File: config.mk
export PLATFORM = sky130hd
export DESIGN_NAME = enc_period_meter
export DESIGN_NICKNAME = d
export VERILOG_FILES = /design/src/rtl/motor_pkg.sv /design/src/rtl/enc_edge_filter.sv /design/src/rtl/enc_period_meter.sv
export SDC_FILE = /design/constraint.sdc
export NUM_CORES = 1
export LEC_CHECK = 0
export CORE_UTILIZATION = 45
export DETAILED_ROUTE_END_ITERATION = 10
export PLACE_DENSITY = 0.66
export SYNTH_ARGS = -nofsm -noshare
export SYNTH_HDL_FRONTEND = slang
export SYNTH_SLANG_ARGS = --single-unit
File: constraint.sdc
create_clock -name clk -period 2.9 [get_ports clk]
set_input_delay 0.29 -clock clk [delete_from_list [all_inputs] [get_ports clk]]
set_output_delay 0.29 -clock clk [all_outputs]
set_load 0.01 [all_outputs]
File: src/rtl/motor_pkg.sv
// motor_pkg: widths, codes and states shared along the encoder period -> speed path
package motor_pkg;
    localparam int PERIOD_W = 24;
    localparam int SPEED_W = 8;
    localparam logic [PERIOD_W-1:0] PERIOD_STALL = 24'hFFFFFF;
    localparam int unsigned PERIOD_MAX_DEFAULT = 3265095;
    localparam int unsigned PERIOD_MIN_FULL = 12804;
    typedef enum logic {IDLE, MEASURE} meter_state_t;
endpackage

File: src/rtl/enc_edge_filter.sv
// enc_edge_filter: synchronizes, debounces and rising-edge-detects one encoder/hall input
module enc_edge_filter #(
    parameter int unsigned FILTER_LEN = 4
) (
    input  logic clk,
    input  logic rst,
    input  logic i_raw,
    output logic o_rise
);
    localparam logic [3:0] RUN_LAST = 4'(FILTER_LEN - 1);
    logic r_sync0, r_sync1, r_level, r_level_d, r_rise;
    logic [3:0] r_run;
    logic w_differs;
    assign w_differs = r_sync1 != r_level;
    // synchronizer, run-length debounce, and a rise pulse taken one stage behind the level for a fixed latency
    always_ff @(posedge clk) begin
        if (rst) begin
            r_sync0   <= 1'b0;
            r_sync1   <= 1'b0;
            r_run     <= 4'd0;
            r_level   <= 1'b0;
            r_level_d <= 1'b0;
            r_rise    <= 1'b0;
        end else begin
            r_sync0   <= i_raw;
            r_sync1   <= r_sync0;
            r_run     <= (w_differs && r_run != RUN_LAST) ? r_run + 4'd1 : 4'd0;
            r_level   <= (w_differs && r_run == RUN_LAST) ? r_sync1 : r_level;
            r_level_d <= r_level;
            r_rise    <= r_level & ~r_level_d;
        end
    end
    assign o_rise = r_rise;
endmodule

File: src/rtl/enc_period_meter.sv
// enc_period_meter: measures encoder rising-edge spacing as a 24-bit period, reporting stalls as all-ones
module enc_period_meter
    import motor_pkg::*;
#(
    parameter int unsigned FILTER_LEN  = 4,
    parameter int unsigned DIV_SHIFT   = 0,
    parameter int unsigned STALL_LIMIT = PERIOD_MAX_DEFAULT
) (
    input  logic                clk,
    input  logic                rst,
    input  logic                enc_in,
    output logic [PERIOD_W-1:0] period,
    output logic                period_valid,
    output logic                stalled
);
    localparam int unsigned CNT_W = PERIOD_W + DIV_SHIFT;
    localparam logic [CNT_W-1:0] CNT_LIMIT = CNT_W'((longint'(STALL_LIMIT) + 1) << DIV_SHIFT);
    localparam logic [CNT_W-1:0] CNT_ONE = CNT_W'(1);
    localparam logic [PERIOD_W-1:0] PERIOD_CAP = PERIOD_W'(STALL_LIMIT);
    meter_state_t r_state;
    logic [CNT_W-1:0] r_cnt;
    logic [PERIOD_W-1:0] r_period;
    logic r_valid, r_stalled;
    logic w_event, w_at_limit;
    logic [PERIOD_W-1:0] w_scaled, w_publish;

    enc_edge_filter #(.FILTER_LEN(FILTER_LEN)) u_filter (
        .clk   (clk),
        .rst   (rst),
        .i_raw (enc_in),
        .o_rise(w_event)
    );

    assign w_at_limit = r_cnt == CNT_LIMIT;
    assign w_scaled = PERIOD_W'(r_cnt >> DIV_SHIFT);

    // keep published periods inside 1..STALL_LIMIT; only a same-cycle limit hit or a coarse prescale can leave it
    always_comb begin
        w_publish = (w_scaled > PERIOD_CAP) ? PERIOD_CAP : ((w_scaled == '0) ? PERIOD_W'(1) : w_scaled);
    end

    // edge-to-edge counter plus IDLE/MEASURE control; an event beats a limit hit in the same cycle
    always_ff @(posedge clk) begin
        if (rst) begin
            r_state   <= IDLE;
            r_cnt     <= '0;
            r_period  <= PERIOD_STALL;
            r_valid   <= 1'b0;
            r_stalled <= 1'b1;
        end else begin
            r_valid <= 1'b0;
            r_cnt   <= w_event ? CNT_ONE : (w_at_limit ? r_cnt : r_cnt + CNT_ONE);
            if (r_state == IDLE) begin
                r_state <= w_event ? MEASURE : IDLE;
            end else if (w_event) begin
                r_period  <= w_publish;
                r_valid   <= 1'b1;
                r_stalled <= 1'b0;
            end else if (w_at_limit) begin
                r_period  <= PERIOD_STALL;
                r_valid   <= 1'b1;
                r_stalled <= 1'b1;
                r_state   <= IDLE;
            end
        end
    end

    assign period       = r_period;
    assign period_valid = r_valid;
    assign stalled      = r_stalled;
endmodule
==> results of run 1 <==
[synthesized netlist by cell type, types with 4 or more instances]
cell type and number:
dfxtp_1 60, nor2_1 34, nand2_1 24, a21oi_1 22, nand3_1 19, xnor2_1 14, inv_1 13, o22a_1 9
or3_1 9, nor3_1 8, o21ai_0 7, clkbuf_1 6, xor2_1 6, nand4_1 5, nand2b_1 4, nor2b_1 4
[worst reg2reg max path, delay by kind of cell, from the launching register on]
kind	cells	cell delay, ns
simple gates	4	1.65
flops	1	0.36
compound gates	2	0.45
[power breakdown]
group	switching (mW)	leakage, nW	internal [mW]
Combinational	0.0236	0.434	0.0138
Sequential	0.00598	0.485	0.829
Clock	0.322	0.102	0.441
[cell families (layout without fill, tap and decap cells)]
group / after synthesis / after routing / synth area share
AOI/OAI and AO/OA: 51 / 51 / 0.128
muxes: 1 / 1 / 0.00391
and+or+nand+nor: 123 / 123 / 0.245
buffers and inverters: 29 / 61 / 0.0704
DFF: 60 / 60 / 0.469
xor gates and xnor gates: 20 / 20 / 0.0684
adders and majority gates: 3 / 3 / 0.0147
[registers in the layout, indices dropped and copies added (netlist names)]
name                flops
period                 24
r_cnt                  24
u_filter.r_run          4
period_valid            1
r_state                 1
stalled                 1
u_filter.o_rise         1
u_filter.r_level        1
u_filter.r_level_d      1
u_filter.r_sync0        1
u_filter.r_sync1        1
[cell type report]
cell class	instances	area (um^2)
clock buffer	12	155
tap	72	90.1
clock inverter	4	47.5
timing repair buffer	32	310
sequential	60	1200
fill	516	2470
inverter	13	48.8
multi-input combinational	198	1180
[worst max-delay path by stage]
stage | start | endpoint | slack (ns)
3_5_place_dp | r_cnt[8] | period[1] | 0.35
5_1_grt | r_cnt[8] | period[9] | 0.19
4_1_cts | r_cnt[8] | period[1] | 0.34
3_3_place_gp | r_cnt[8] | period[14] | 0.42
6_report | r_cnt[8] | period[1] | 0.33
2_1_floorplan | r_cnt[8] | period[12] | 0.66
[layer usage]
| metal | share of wire | track usage | vias to the layer above |
|---|---|---|---|
| met5 | 0 | 0 | - |
| met4 | 0.016 | 0.0981 | 0 |
| met3 | 0.044 | 0.0694 | 9 |
| met2 | 0.48 | 0.329 | 41 |
| met1 | 0.46 | 0.239 | 988 |
| li1 | - | - | 1047 |
[metrics by stage]
step	util	hold WS (ns)	worst slack (ns)	instances
after floorplan	-	0.367	0.657	287
after global placement	0.514	0.373	0.422	375
after detailed placement	0.514	0.377	0.350	375
after CTS	0.551	0.403	0.339	391
after global routing	0.551	0.410	0.189	391
final	0.551	0.398	0.333	391
==> out/metrics.yaml, run 1 <==
crit_chain: "or3_1, or4_4, or4_4, o21ai_2, nand2_4, o22a_1"
ir_worst_vdd_mv: 0.283
period_share: 0.885
area_growth_pct: 18.4
r2r_start: "r_cnt[8]"
clock_latency_ns: 0.34
end_kind: "flip-flop"
numPortBuffers: 28
final_cell_mix: "dfxtp_1 (60), nor2_1 (34), clkdlybuf4s50_1 (28)"
setup-tns-final_ns: 0
worstSetupPathType: "reg2reg"
critPathMaxFanout: 11
timing.fmax_mhz: 390
synthFlopType: "dfxtp_1"
die_height_um: 77.4
yosys_warnings: 0
yosys.area.top_type_share: 0.469
p_per_area_nw_per_um2: 539
ys_seq_area_frac: 0.469
grt_first_pass_wirelength_um: 9340
grt_util_all_layers: 0.203
diodes: 0
die_x_um: 77.4
path_delay_family: "simple AND/OR/NAND/NOR gates"
clockRootBuffer: "clkbuf_8"
netlist_area_um2: 2560
required_ns: 3.13
clock_sinks: 60
slew_viol_final: 0
worstMarginPinSlew_ns: 0.624
synth.distinct_cells: 44
h-tree-depth: 3
avgSynthCellArea_um2: 8.92
fp.coreArea_um2: 5510
io_pins: 29
arrival_ns: 2.80
final_common_cell: "dfxtp_1"
grt_pass1_vias: 2034
period_needed_ns: 2.57
synth_edf_count: 0
finalWirelength_um: 5310
die_area_um2: 5990
r2r_end: "period[1]"
min_path_cells: 1
cap_viol_max_count: 0
skew_ns: 0.00516
path_buf_inv: 0
routedWlPerCell_um: 13.6
drt_iter0_markers: 87
cp.depth: 6
vias: 2085
start_util: 0.465
gp_congestion: 0.884
drcViolationCount: 0
num_rows: 27
cts-resized-gates: 0
cpMostUsedCell: "or4_4"
hold_buffers: 0
p_total_mw: 1.64
grt_max_degree: 24
postCtsSetupBuffers: 0
rrSetupSlack_ns: 0.33
clk_path_buf_depth: 2
grt_overflow_total: 0
slowest_delay_ns: 0.53
ant_nets: 0
min_to: "u_filter.o_rise"
syn-num-nets: 293
slew_headroom: 0.580
place_hpwl_um: 3710
p_leak_nw: 1.02
rsz0062_at_grt: "false"
hp-class: "reg2reg"
routed_via_density: 5.33
reg2reg_depth: 6
synth.top_cells.by_area: "dfxtp_1 (47%), nor2_1 (5.0%), xnor2_1 (4.8%), a21oi_1 (4.3%), nand3_1 (3.7%)"
slowest_stage: "or4_4"
numCtsBuffers: 9
synthArstFlopShare: 0
dpl_cell_area_um2: 2830
tritoncts: "yes"
ys_seq_elements: 60
crit_path_start_kind: "flip-flop"
firstDrtPassIters: 6
netlist_instances: 287
min-delay-start: "u_filter.r_level_d"
clk_pin_slew_worst_paths_ns: 0.06
final-setup-viol-count: 0
finalHoldViolCount: 0
antenna_found_initial: 0
synth_largest_area_cell: "dfxtp_1"
outcome: "completed"
num-nets-final: 320
fin_area_um2: 3030
layout-drive-gt1-share: 0.0972
Power figures use the tool's default switching activity.
==> run 2: changes to the inputs <==
==> constraint.sdc (replaced) <==
create_clock -name clk -period 2.85 [get_ports clk]
set_input_delay 0.285 -clock clk [delete_from_list [all_inputs] [get_ports clk]]
set_output_delay 0.285 -clock clk [all_outputs]
set_load 0.01 [all_outputs]
==> out/metrics.yaml, run 2 (synthesis gave the netlist of run 1 again) <==
clock_latency_ns: 0.33  # about the same
h-tree-depth: 3  # unchanged
fin_area_um2: 3010  # -0.62%
grt_max_degree: 24  # unchanged
vias: 2024  # -2.9%
fin_cells: 390  # -0.26%
worst_slack_ns: 0.305  # -0.0276 ns
critPathMaxFanout: 11  # unchanged
min_to: "u_filter.o_rise"
postCtsSetupBuffers: 0  # unchanged
period_needed_ns: 2.54  # -0.0224 ns
p_per_area_nw_per_um2: 533  # -1.2%
layout-drive-gt1-share: 0.0881  # -0.00913
drt_iter0_markers: 120  # +38%
gp_congestion: 0.884  # unchanged
rrSetupSlack_ns: 0.31  # -0.03 ns
dpl_cell_area_um2: 2830  # unchanged
fp.coreArea_um2: 5510  # unchanged
clock_sinks: 60  # unchanged
final_cell_mix: "dfxtp_1 (60), nor2_1 (34), clkdlybuf4s50_1 (28)"
setup-tns-final_ns: 0  # unchanged
slew_viol_final: 0  # unchanged
die_area_um2: 5990  # unchanged
timing.fmax_mhz: 393  # +0.88%
worstSetupPathType: "reg2reg"
min-delay-start: "u_filter.r_level_d"
top_usage_layer: "met2"
area_growth_pct: 17.7
tritoncts: "yes"
period_share: 0.893  # +0.00768
reg2reg_depth: 6  # unchanged
grt_overflow_total: 0  # unchanged
numCtsBuffers: 9  # unchanged
dp_slack_ns: 0.293  # -0.0570 ns
drcViolationCount: 0  # unchanged
cap_viol_max_count: 0  # unchanged
met1_usage: 0.233  # -0.00626
ant_nets: 0  # unchanged
fillCellCount: 514  # -0.39%
grt_util_all_layers: 0.195  # -0.00794
p_leak_nw: 1.01  # -0.87%
ir_worst_vdd_mv: 0.301  # +6.4%
die_height_um: 77.4  # unchanged
antenna_found_initial: 0  # unchanged
routedWlPerCell_um: 13.4  # -1.5%
die_x_um: 77.4  # unchanged
outcome: "completed"
min_path_cells: 1  # unchanged
dpl.cell_count: 375  # unchanged
diodes: 0  # unchanged
skew_ns: 0.00678  # +0.00162 ns
crit_path_start_kind: "flip-flop"
clk_pin_slew_worst_paths_ns: 0.06  # about the same
clk_path_buf_depth: 2  # unchanged
worstMarginPinSlew_ns: 0.646  # +0.0219 ns
slew_headroom: 0.566  # -0.0147
clockRootBuffer: "clkbuf_8"
final_common_cell: "dfxtp_1"
routed_via_density: 5.19  # -2.7%
final-setup-viol-count: 0  # unchanged
firstDrtPassIters: 6  # unchanged
io_pins: 29  # unchanged
num_rows: 27  # unchanged
grt_first_pass_wirelength_um: 8990  # -3.8%
arrival_ns: 2.76  # -0.04 ns
grt_use_met2: 0.322  # -0.00708
r2r_start: "r_cnt[8]"
use_met3: 0.0671  # -0.00235
finalWirelength_um: 5210  # -1.8%
grt_pass1_vias: 1930  # -5.1%
end_kind: "flip-flop"
finalHoldViolCount: 0  # unchanged
r2r_end: "period[1]"
numPortBuffers: 28  # unchanged
p_total_mw: 1.61  # -1.8%
required_ns: 3.07  # -0.06 ns
num-nets-final: 320  # unchanged
start_util: 0.465  # unchanged
cts-resized-gates: 0  # unchanged
rsz0062_at_grt: "false"
hp-class: "reg2reg"
place_hpwl_um: 3650  # -1.4%
hold_buffers: 0  # unchanged
==> run 2: cell types whose count changed in the layout (fill, tap and decap cells not counted) <==
| cell | delta |
|---|---|
| clkbuf_1 | +2 |
| clkbuf_8 | -1 |
| clkinv_2 | -1 |
| clkinvlp_4 | -1 |
==> run 2: layer usage <==
metal,part of all wire,wire [um],up-vias
li1,-,-,1042
met1,0.46,2390,939
met2,0.49,2570,39
met3,0.040,206,4
met4,0.0081,42,0
met5,0,0,-
==> run 2: layout make-up <==
class	instances	area, um^2	area share
clock inverter	2	35.0	0.0116
multi-input combinational	198	1180	0.391
tap	72	90.1	0.0299
inverter	13	48.8	0.0162
timing repair buffer	32	310	0.103
sequential	60	1200	0.399
clock buffer	13	149	0.0494
==> run 2: critical path: stages, from the launching register on <==
cell and delay [ns]:
dfxtp_1 0.36, or3_1 0.42, or4_4 0.53, or4_4 0.53, o21ai_2 0.23, nand2_4 0.16, o22a_1 0.21
==> run 2: stage by stage <==
step | hold slack (ns) | utilization
2_1_floorplan | 0.367 | -
3_3_place_gp | 0.373 | 0.514
3_5_place_dp | 0.374 | 0.514
4_1_cts | 0.387 | 0.547
5_1_grt | 0.394 | 0.547
6_report | 0.384 | 0.547
==> run 2: report_power, final <==
group	switching [mW]	leakage [nW]	total, mW	internal [mW]
clock	0.294	0.0935	0.716	0.422
combinational	0.0244	0.434	0.0384	0.0140
sequential	0.00616	0.485	0.850	0.844
==> run 2: worst max path at each step <==
stage / from / slack, ns / end / cells past startpoint
after CTS: r_cnt[8] / 0.28 / period[1] / 6
final: r_cnt[8] / 0.31 / period[1] / 6
after global routing: r_cnt[8] / 0.16 / period[9] / 6
after floorplan: r_cnt[8] / 0.61 / period[12] / 6
after global placement: r_cnt[8] / 0.37 / period[14] / 6
after detailed placement: r_cnt[8] / 0.29 / period[1] / 6
